<file path="config.mk">
export PLATFORM = sky130hd
export DESIGN_NAME = lse_simd_scheduler
export DESIGN_NICKNAME = d
export VERILOG_FILES = /design/src/rtl/lse_simd_scheduler.sv
export SDC_FILE = /design/constraint.sdc
export NUM_CORES = 1
export LEC_CHECK = 0
export CORE_MARGIN = 10
export CORE_UTILIZATION = 37
export DETAILED_ROUTE_END_ITERATION = 7
export PLACE_DENSITY_LB_ADDON = 0.05
export SYNTH_ARGS = -nofsm -noshare
export SYNTH_HDL_FRONTEND = slang
export SYNTH_SLANG_ARGS = --single-unit
</file>
<file path="constraint.sdc">
create_clock -name clk -period 2.9 [get_ports clk]
set_clock_uncertainty 0.15 [all_clocks]
set_input_delay 0.435 -clock clk [delete_from_list [all_inputs] [get_ports clk]]
set_output_delay 0.435 -clock clk [all_outputs]
set_load 0.03 [all_outputs]
</file>
<file path="src/rtl/lse_simd_scheduler.sv">
// lse_simd_scheduler
//   Arbitrates two requesters onto one shared lse_simd_unified unit, one
//   operation in flight at a time.
//   Ports:
//     clk, rst                      clock, asynchronous active-high reset
//     reqN_valid/ready (N=0,1)      request handshake (ready combinational)
//     reqN_mode, reqN_x, reqN_y     SIMD mode (11 reserved) and operands
//     resp_valid/ready              response handshake
//     resp_id, resp_data, resp_err  requester index, result, error flag
//     lse_enable, lse_simd_mode,
//     lse_x, lse_y, lse_pe_mode     drive the shared LSE unit
//     lse_result, lse_valid_out     returned from the shared LSE unit
//     busy                          any state other than IDLE
//     err_count                     saturating count of error responses
module lse_simd_scheduler #(
    parameter int DATA_WIDTH = 24,
    parameter int TIMEOUT    = 8
) (
    input  logic                  clk,
    input  logic                  rst,
    input  logic                  req0_valid,
    output logic                  req0_ready,
    input  logic [1:0]            req0_mode,
    input  logic [DATA_WIDTH-1:0] req0_x,
    input  logic [DATA_WIDTH-1:0] req0_y,
    input  logic                  req1_valid,
    output logic                  req1_ready,
    input  logic [1:0]            req1_mode,
    input  logic [DATA_WIDTH-1:0] req1_x,
    input  logic [DATA_WIDTH-1:0] req1_y,
    output logic                  resp_valid,
    input  logic                  resp_ready,
    output logic                  resp_id,
    output logic [DATA_WIDTH-1:0] resp_data,
    output logic                  resp_err,
    output logic                  lse_enable,
    output logic [1:0]            lse_simd_mode,
    output logic [DATA_WIDTH-1:0] lse_x,
    output logic [DATA_WIDTH-1:0] lse_y,
    output logic [1:0]            lse_pe_mode,
    input  logic [DATA_WIDTH-1:0] lse_result,
    input  logic                  lse_valid_out,
    output logic                  busy,
    output logic [7:0]            err_count
);

    localparam int CW = (TIMEOUT < 2) ? 2 : $clog2(TIMEOUT + 1);

    typedef enum logic [1:0] {IDLE, SWITCH, EXEC, RESP} state_t;

    state_t                  state;
    logic                    rr;
    logic [1:0]              last_mode;
    logic [1:0]              op_mode;
    logic [CW-1:0]           cnt;

    logic                    grant_id;
    logic                    grant_vld;
    logic                    take;
    logic [1:0]              sel_mode;
    logic [DATA_WIDTH-1:0]   sel_x;
    logic [DATA_WIDTH-1:0]   sel_y;

    // Round-robin only matters when both requesters are valid; rr names the
    // requester that has priority (the one not served last).
    always_comb begin
        grant_id  = 1'b0;
        grant_vld = 1'b0;
        if (req0_valid && req1_valid) begin
            grant_vld = 1'b1;
            grant_id  = rr;
        end else if (req0_valid) begin
            grant_vld = 1'b1;
        end else if (req1_valid) begin
            grant_vld = 1'b1;
            grant_id  = 1'b1;
        end
    end

    // Gated with rst so ready stays low while reset is held.
    assign take       = (state == IDLE) && !rst && grant_vld;
    assign req0_ready = take && !grant_id;
    assign req1_ready = take && grant_id;

    assign sel_mode = grant_id ? req1_mode : req0_mode;
    assign sel_x    = grant_id ? req1_x    : req0_x;
    assign sel_y    = grant_id ? req1_y    : req0_y;

    assign busy        = (state != IDLE);
    assign lse_pe_mode = 2'b00;

    always_ff @(posedge clk or posedge rst) begin
        if (rst) begin
            state         <= IDLE;
            rr            <= 1'b0;
            last_mode     <= 2'b00;
            op_mode       <= 2'b00;
            cnt           <= '0;
            err_count     <= '0;
            resp_valid    <= 1'b0;
            resp_id       <= 1'b0;
            resp_data     <= '0;
            resp_err      <= 1'b0;
            lse_enable    <= 1'b0;
            lse_simd_mode <= 2'b00;
            lse_x         <= '0;
            lse_y         <= '0;
        end else begin
            case (state)
                IDLE: begin
                    if (take) begin
                        resp_id <= grant_id;
                        if (sel_mode == 2'b11) begin
                            // Reserved mode: answer with an error, never touch the LSE.
                            resp_err   <= 1'b1;
                            resp_data  <= '0;
                            resp_valid <= 1'b1;
                            state      <= RESP;
                        end else begin
                            op_mode       <= sel_mode;
                            lse_simd_mode <= sel_mode;
                            lse_x         <= sel_x;
                            lse_y         <= sel_y;
                            cnt           <= CW'(1);
                            if (sel_mode != last_mode) begin
                                state <= SWITCH;
                            end else begin
                                state      <= EXEC;
                                lse_enable <= 1'b1;
                            end
                        end
                    end
                end
                SWITCH: begin
                    state      <= EXEC;
                    lse_enable <= 1'b1;
                end
                EXEC: begin
                    // First EXEC cycle may see a stale valid from the LSE pipeline.
                    if ((cnt != CW'(1)) && lse_valid_out) begin
                        resp_data  <= lse_result;
                        resp_err   <= 1'b0;
                        last_mode  <= op_mode;
                        resp_valid <= 1'b1;
                        lse_enable <= 1'b0;
                        state      <= RESP;
                    end else if (cnt == CW'(TIMEOUT)) begin
                        resp_data  <= '0;
                        resp_err   <= 1'b1;
                        last_mode  <= op_mode;
                        resp_valid <= 1'b1;
                        lse_enable <= 1'b0;
                        state      <= RESP;
                    end else begin
                        cnt <= cnt + CW'(1);
                    end
                end
                RESP: begin
                    if (resp_ready) begin
                        resp_valid <= 1'b0;
                        state      <= IDLE;
                        rr         <= ~resp_id;
                        if (resp_err && (err_count != 8'hFF)) begin
                            err_count <= err_count + 8'd1;
                        end
                    end
                end
                default: state <= IDLE;
            endcase
        end
    end

endmodule

</file>
Yosys cells after proc, flatten, opt, wreduce, memory -nomap -nowiden
Cells that the tools add are included.
{"block": "word_totals", "ff_bits": 95, "latchBits": 0, "mem_bits_rw": 0, "rom_bits": 0, "input_bits": 130, "out_inout_bits": 91, "word_cells": 99, "n_memories": 0}
{"block": "classes", "add_sub_neg": 2, "mul": 0, "n_div": 0, "magnitude_cmp": 0, "n_eq_ne": 16, "shifts": 0, "mux": 41, "bitwise": 2, "reduce_logical": 25}
{"operator": "24-bit 2-to-1 mux", "n": 6}
{"operator": "24-bit one-hot mux with 2 select lines", "n": 1}
{"operator": "2-bit 2-to-1 mux", "n": 9}
{"operator": "1-bit 2-to-1 mux", "n": 16}
{"operator": "4-bit 2-to-1 mux", "n": 4}
{"operator": "5-bit AND reduction", "n": 3}
{"operator": "2-bit inequality test, second input constant", "n": 6}
{"operator": "3-bit AND reduction", "n": 3}
{"operator": "8-bit by 1-bit adder with 8-bit output, second input constant", "n": 1}
{"operator": "8-bit inequality test, second input constant", "n": 1}
{"operator": "2-bit one-hot mux with 4 select lines", "n": 1}
{"operator": "4-bit one-hot mux with 2 select lines", "n": 1}
{"operator": "1-bit logical AND", "n": 7}
{"operator": "2-bit == test, second input constant", "n": 3}
{"operator": "1-bit one-hot mux with 3 select lines", "n": 2}
{"operator": "2-bit AND reduction", "n": 3}
{"operator": "2-bit nonzero test", "n": 3}
{"operator": "3-bit nonzero test", "n": 2}
{"operator": "4-bit by 1-bit adder with 4-bit output, second input constant", "n": 1}
{"operator": "4-bit == test, second input constant", "n": 1}
{"operator": "4-bit by 1-bit inequality test with 1-bit output, second input constant", "n": 1}
{"operator": "4-bit AND reduction", "n": 1}
{"operator": "3-bit inequality test, second input constant", "n": 1}
{"operator": "2-bit by 1-bit == test with 1-bit output, second input constant", "n": 1}
{"operator": "other kinds (6)", "n": 8}

Longest topological paths before layout
Gate-level depths: netlist of the first run.
{"block": "depth", "ltp_word": 9, "depth_mapped": 10, "ltp_nobuf": 7}

Worst setup path after synthesis of the first run
Ideal clock, no wire load.
{"block": "synth_timing", "path_kind": "reg2out", "startpoint": "register state[0]", "endpoint": "output port req0_ready", "t_arrival_ps": 1622, "t_required_ps": 2315, "setup_slack_ps": 693, "path_stages_with_launch": 7, "path_cell_list": "dfrtp_1 inv_1 ha_1 buf_4 nand2b_1 or2_1 a21oi_1"}
{"block": "synth_between", "elab_chain_len": 4}
{"item": "from (decl)", "line": "51", "source": "state_t state;"}
{"item": "from (signal assigned)", "line": "94", "source": "state <= IDLE;"}
{"item": "from (signal assigned)", "line": "118", "source": "state <= RESP;"}
{"item": "from (signal assigned)", "line": "126", "source": "state <= SWITCH;"}
{"item": "2-bit zero test", "line": "81", "source": "assign take = (state == IDLE) && !rst && grant_vld;"}
{"item": "1-bit logical AND (2 in series)", "line": "81"}
{"item": "1-bit logical AND", "line": "82", "source": "assign req0_ready = take && !grant_id;"}
{"item": "to (decl)", "line": "22", "source": "output logic req0_ready,"}
No other way between the ends.

Final worst setup path of the first run
Ends and elaborated chain as after synthesis.

==> implementation parameters, run 1 <==
Parameter                              Value

Clock network
  Clock slew at reported path FFs ... around 0.07 ns
  Resized cells post-CTS ... 0
  TritonCTS clock tree ... done
  Count of hold buffers inserted by post-cts repair ... 0
  Clock root buffer ... clkbuf_16
  Number of H-tree levels ... 3
  Worst skew pair latency ... approximately 0.35 ns
  Clock buffer count from CTS ... 9
  Setup repair bufs after CTS ... 0
  Number of clock sinks ... between 90 and 100
  Maximum root-to-sink buffer count ... 2

Synth
  FF+latch count, synth ... 95
  Ys Warns ... 0
  Count of flip-flops with a built-in enable after synthesis ... 0
  Most frequent cell after synthesis ... dfrtp_1
  Avg Inst Size Synth ... around 11 sq um
  Most used DFF post-synth ... dfrtp_1
  Synth top area cells ... dfrtp_1 52%, mux2i_1 11%, o21ai_0 5.4%
  Post-synthesis sequential area ratio ... between 50 and 60%
  Cell taking the most area after synthesis ... dfrtp_1
  Proportion of register bits with asynchronous set or reset after synthesis ... 100%
  Synth cell types ... 53
  Number of standard cells after synthesis ... about 420
  Post-synth design cell area ... between 4000 and 5000 sq um
  List of most frequent post-synthesis cells ... 95 x dfrtp_1, 59 x nand2_1, 50 x mux2i_1
  Share of the synthesized area in the top cell type ... between 50% and 60%

Hold path
  Hold Path Class ... register to register

Worst setup path
  Largest fanout of any net on the critical path ... 10
  Worst path required time ... ~2.3 ns
  Count of buffer and inverter cells on the critical path ... 2
  Start-to-end type of the worst setup path ... register to output port
  Kind of end point of the critical path ... output port
  Top Family by Delay on Critical Path ... simple AND/OR/NAND/NOR gates
  Largest stage delay, worst path ... ~0.43 ns
  Crit path DAT ... between 2 and 2.5 ns
  Sort of element at the start of the critical path ... register
  Crit path cell chain ... inv_1 -> ha_1 -> nand2b_1 -> or2_1 -> a21oi_1 -> buf_4
  Worst path slowest cell ... dfrtp_1

Floorplanning
  Starting Density ... 37.8%
  Count of boundary I/O pins ... ~220
  Width of the chip ... 131 um
  Die outline height ... 131 um
  Number of rows created at floorplan ... 40
  Core area ... about 12000 sq um
  Die ar. ... ~17000 sq um

STA
  Final sum of negative setup slack ... 0 ns
  Setup repair after global routing missed its margin ... no
  Remaining max-slew budget at the tightest pin ... between 60% and 70%
  Number of setup violations in the final report ... 0
  Maximum clock frequency ... about 370 MHz
  Period Utilization, post-route ... just over 90%
  Pin slew with the least headroom to its limit ... 0.525 ns
  Final hold violations ... 0
  Pins over their slew limit ... 0
  Final setup margin ... roughly 0.22 ns
  Final critical path time including I/O delays and setup ... roughly 2.7 ns

Drt
  Number of DRC markers in iteration 0 ... ~140
  1st-pass router iterations ... 4
  Drt drc ... 0
  Post-detailed-route count of antenna-violating nets ... 0
  Average routed wire per standard cell ... between 15 and 20 um
  Final routed wirelength across all metal layers ... between 10000 and 15000 um
  Post-DR vias/cell ... ~5.0
  Number of vias in the routed layout ... 3870

Cells and area
  Fraction of final layout cells with drive strength greater than 1 ... between 5 and 6%
  Filler cells ... between 1000 and 1500
  Diodes inserted ... 0
  Register cell area after layout ... 2380 sq um
  Area growth syn-to-layout ... 57.6%
  Total area of multi-input combinational cells ... around 2000 sq um
  Net count of the finished layout ... just under 800

Power and ir drop
  Lkg Pwr ... approximately 3.2 nW
  Power density relative to cell area ... about 990 nW/um^2
  Maximum vdd drop ... 0.000453 V

Place
  Port bufs ... ~220
  Worst setup slack after placement ... roughly 0.39 ns
  Routability-driven placement congestion ratio ... about 0.79
  Dpl hpwl ... ~11000 um

Global route
  Global-route wire length before repair ... between 20000 and 25000 um
  Via count of the first global-routing pass ... around 4000
  Total overflow reported by the global router ... 0
  Global-route usage over all layers ... 16.1%
  Number of antenna violations at the first check in global routing ... 0
  Maximum number of pins on one net before global-route repair ... 96

Run status
  Run status ... completed

Flow run
  Max_cap viols ... 0
worst reg2reg max path, delay by kind of cell, from the launching register on:
kind,cells,cell delay (ns)
buf+inv,1,0.13
fa+ha+maj,1,0.40
compound gates,3,0.85
simple gates,2,0.44
flops,1,0.43
metrics by stage:
stage | hold WS [ns] | instances | instance area, sq um | util [%] | power [W]
floorplan | 0.363 | 420 | 4540 | - | 0.00437
global placement | 0.311 | 766 | 6860 | 57.1 | 0.00588
detailed placement | 0.319 | 766 | 6860 | 57.1 | 0.00594
CTS | 0.334 | 781 | 7150 | 59.5 | 0.00718
global route | 0.352 | 781 | 7150 | 59.5 | 0.00755
finish | 0.329 | 781 | 7150 | 59.5 | 0.00709
report_power, final:
group,switching [W],internal [W]
registers,0.000365,0.00186
logic,0.00208,0.00158
clock network,0.000535,0.000677
logic make-up after synthesis:
logic type / share of synthesized area (%)
AOI/OAI and AO/OA: 16.1
xor gates and xnor gates: 1.35
adders and majority gates: 2.76
buffers and inverters: 4.05
DFF: 52.4
muxes: 11.8
other: 0.0827
and+or+nand+nor: 11.4
flip-flops by register name (all words and copies together) (netlist names), 2 cells and up:
signal / cells
lse_x: 24
lse_y: 24
resp_data: 24
err_count: 8
cnt: 4
last_mode: 2
op_mode: 2
state: 2
path summary, 6_finish.rpt:
path	from	slack [ns]	depth (start not counted)	end
worst min-delay path	lse_x[15]	0.33	2	lse_x[15]
min in group asynchronous	rst	0.46	3	resp_id
max in group asynchronous	rst	1.71	3	lse_y[11]
worst min register to register	lse_x[15]	0.33	2	lse_x[15]
worst max register to register	state[0]	0.42	7	resp_data[11]
worst max-delay path	state[0]	0.22	6	req0_ready
layout by cell type (no fill, tap or decap), types with 3 or more instances in the layout:
| cell | n |
|---|---|
| clkdlybuf4s50_1 | 216 |
| dfrtp_1 | 95 |
| nand2_1 | 58 |
| mux2i_1 | 50 |
| o21ai_0 | 49 |
| a22o_1 | 24 |
| nand2b_1 | 11 |
| nor2_1 | 11 |
| inv_1 | 11 |
| ha_1 | 10 |
| clkbuf_16 | 9 |
| nand3_1 | 7 |
| a21oi_1 | 7 |
| nand4_1 | 5 |
| buf_4 | 5 |
| and3_1 | 4 |
| xnor2_1 | 4 |
| a21boi_0 | 3 |
| mux2_2 | 3 |
| xor2_1 | 3 |
| buf_12 | 3 |
layer usage:
metal | global-route usage, % | vias to the layer above | wire (um)
met1 | 17.7 | 1812 | 5370
li1 | - | 1893 | -
met5 | 0 | - | 0
met4 | 5.10 | 0 | 172
met3 | 8.82 | 11 | 1730
met2 | 26.0 | 154 | 6740
layout make-up:
cell class / count / share of cell area (%)
clock inverters: 5 / 0.945
repair buffers: 224 / 31.6
multi-input cells: 287 / 27.7
flip-flops and latches: 95 / 33.2
clock buffers: 10 / 3.20
well taps: 147 / 2.57
inverters: 13 / 0.735
(Power assumes the default switching activity.)
==> inputs of run 2 (changes only) <==
- SKIP_CTS_REPAIR_TIMING: unset -> 1
==> results of run 2 <==
Final layout, timing and power as in run 1 (identical DEF).
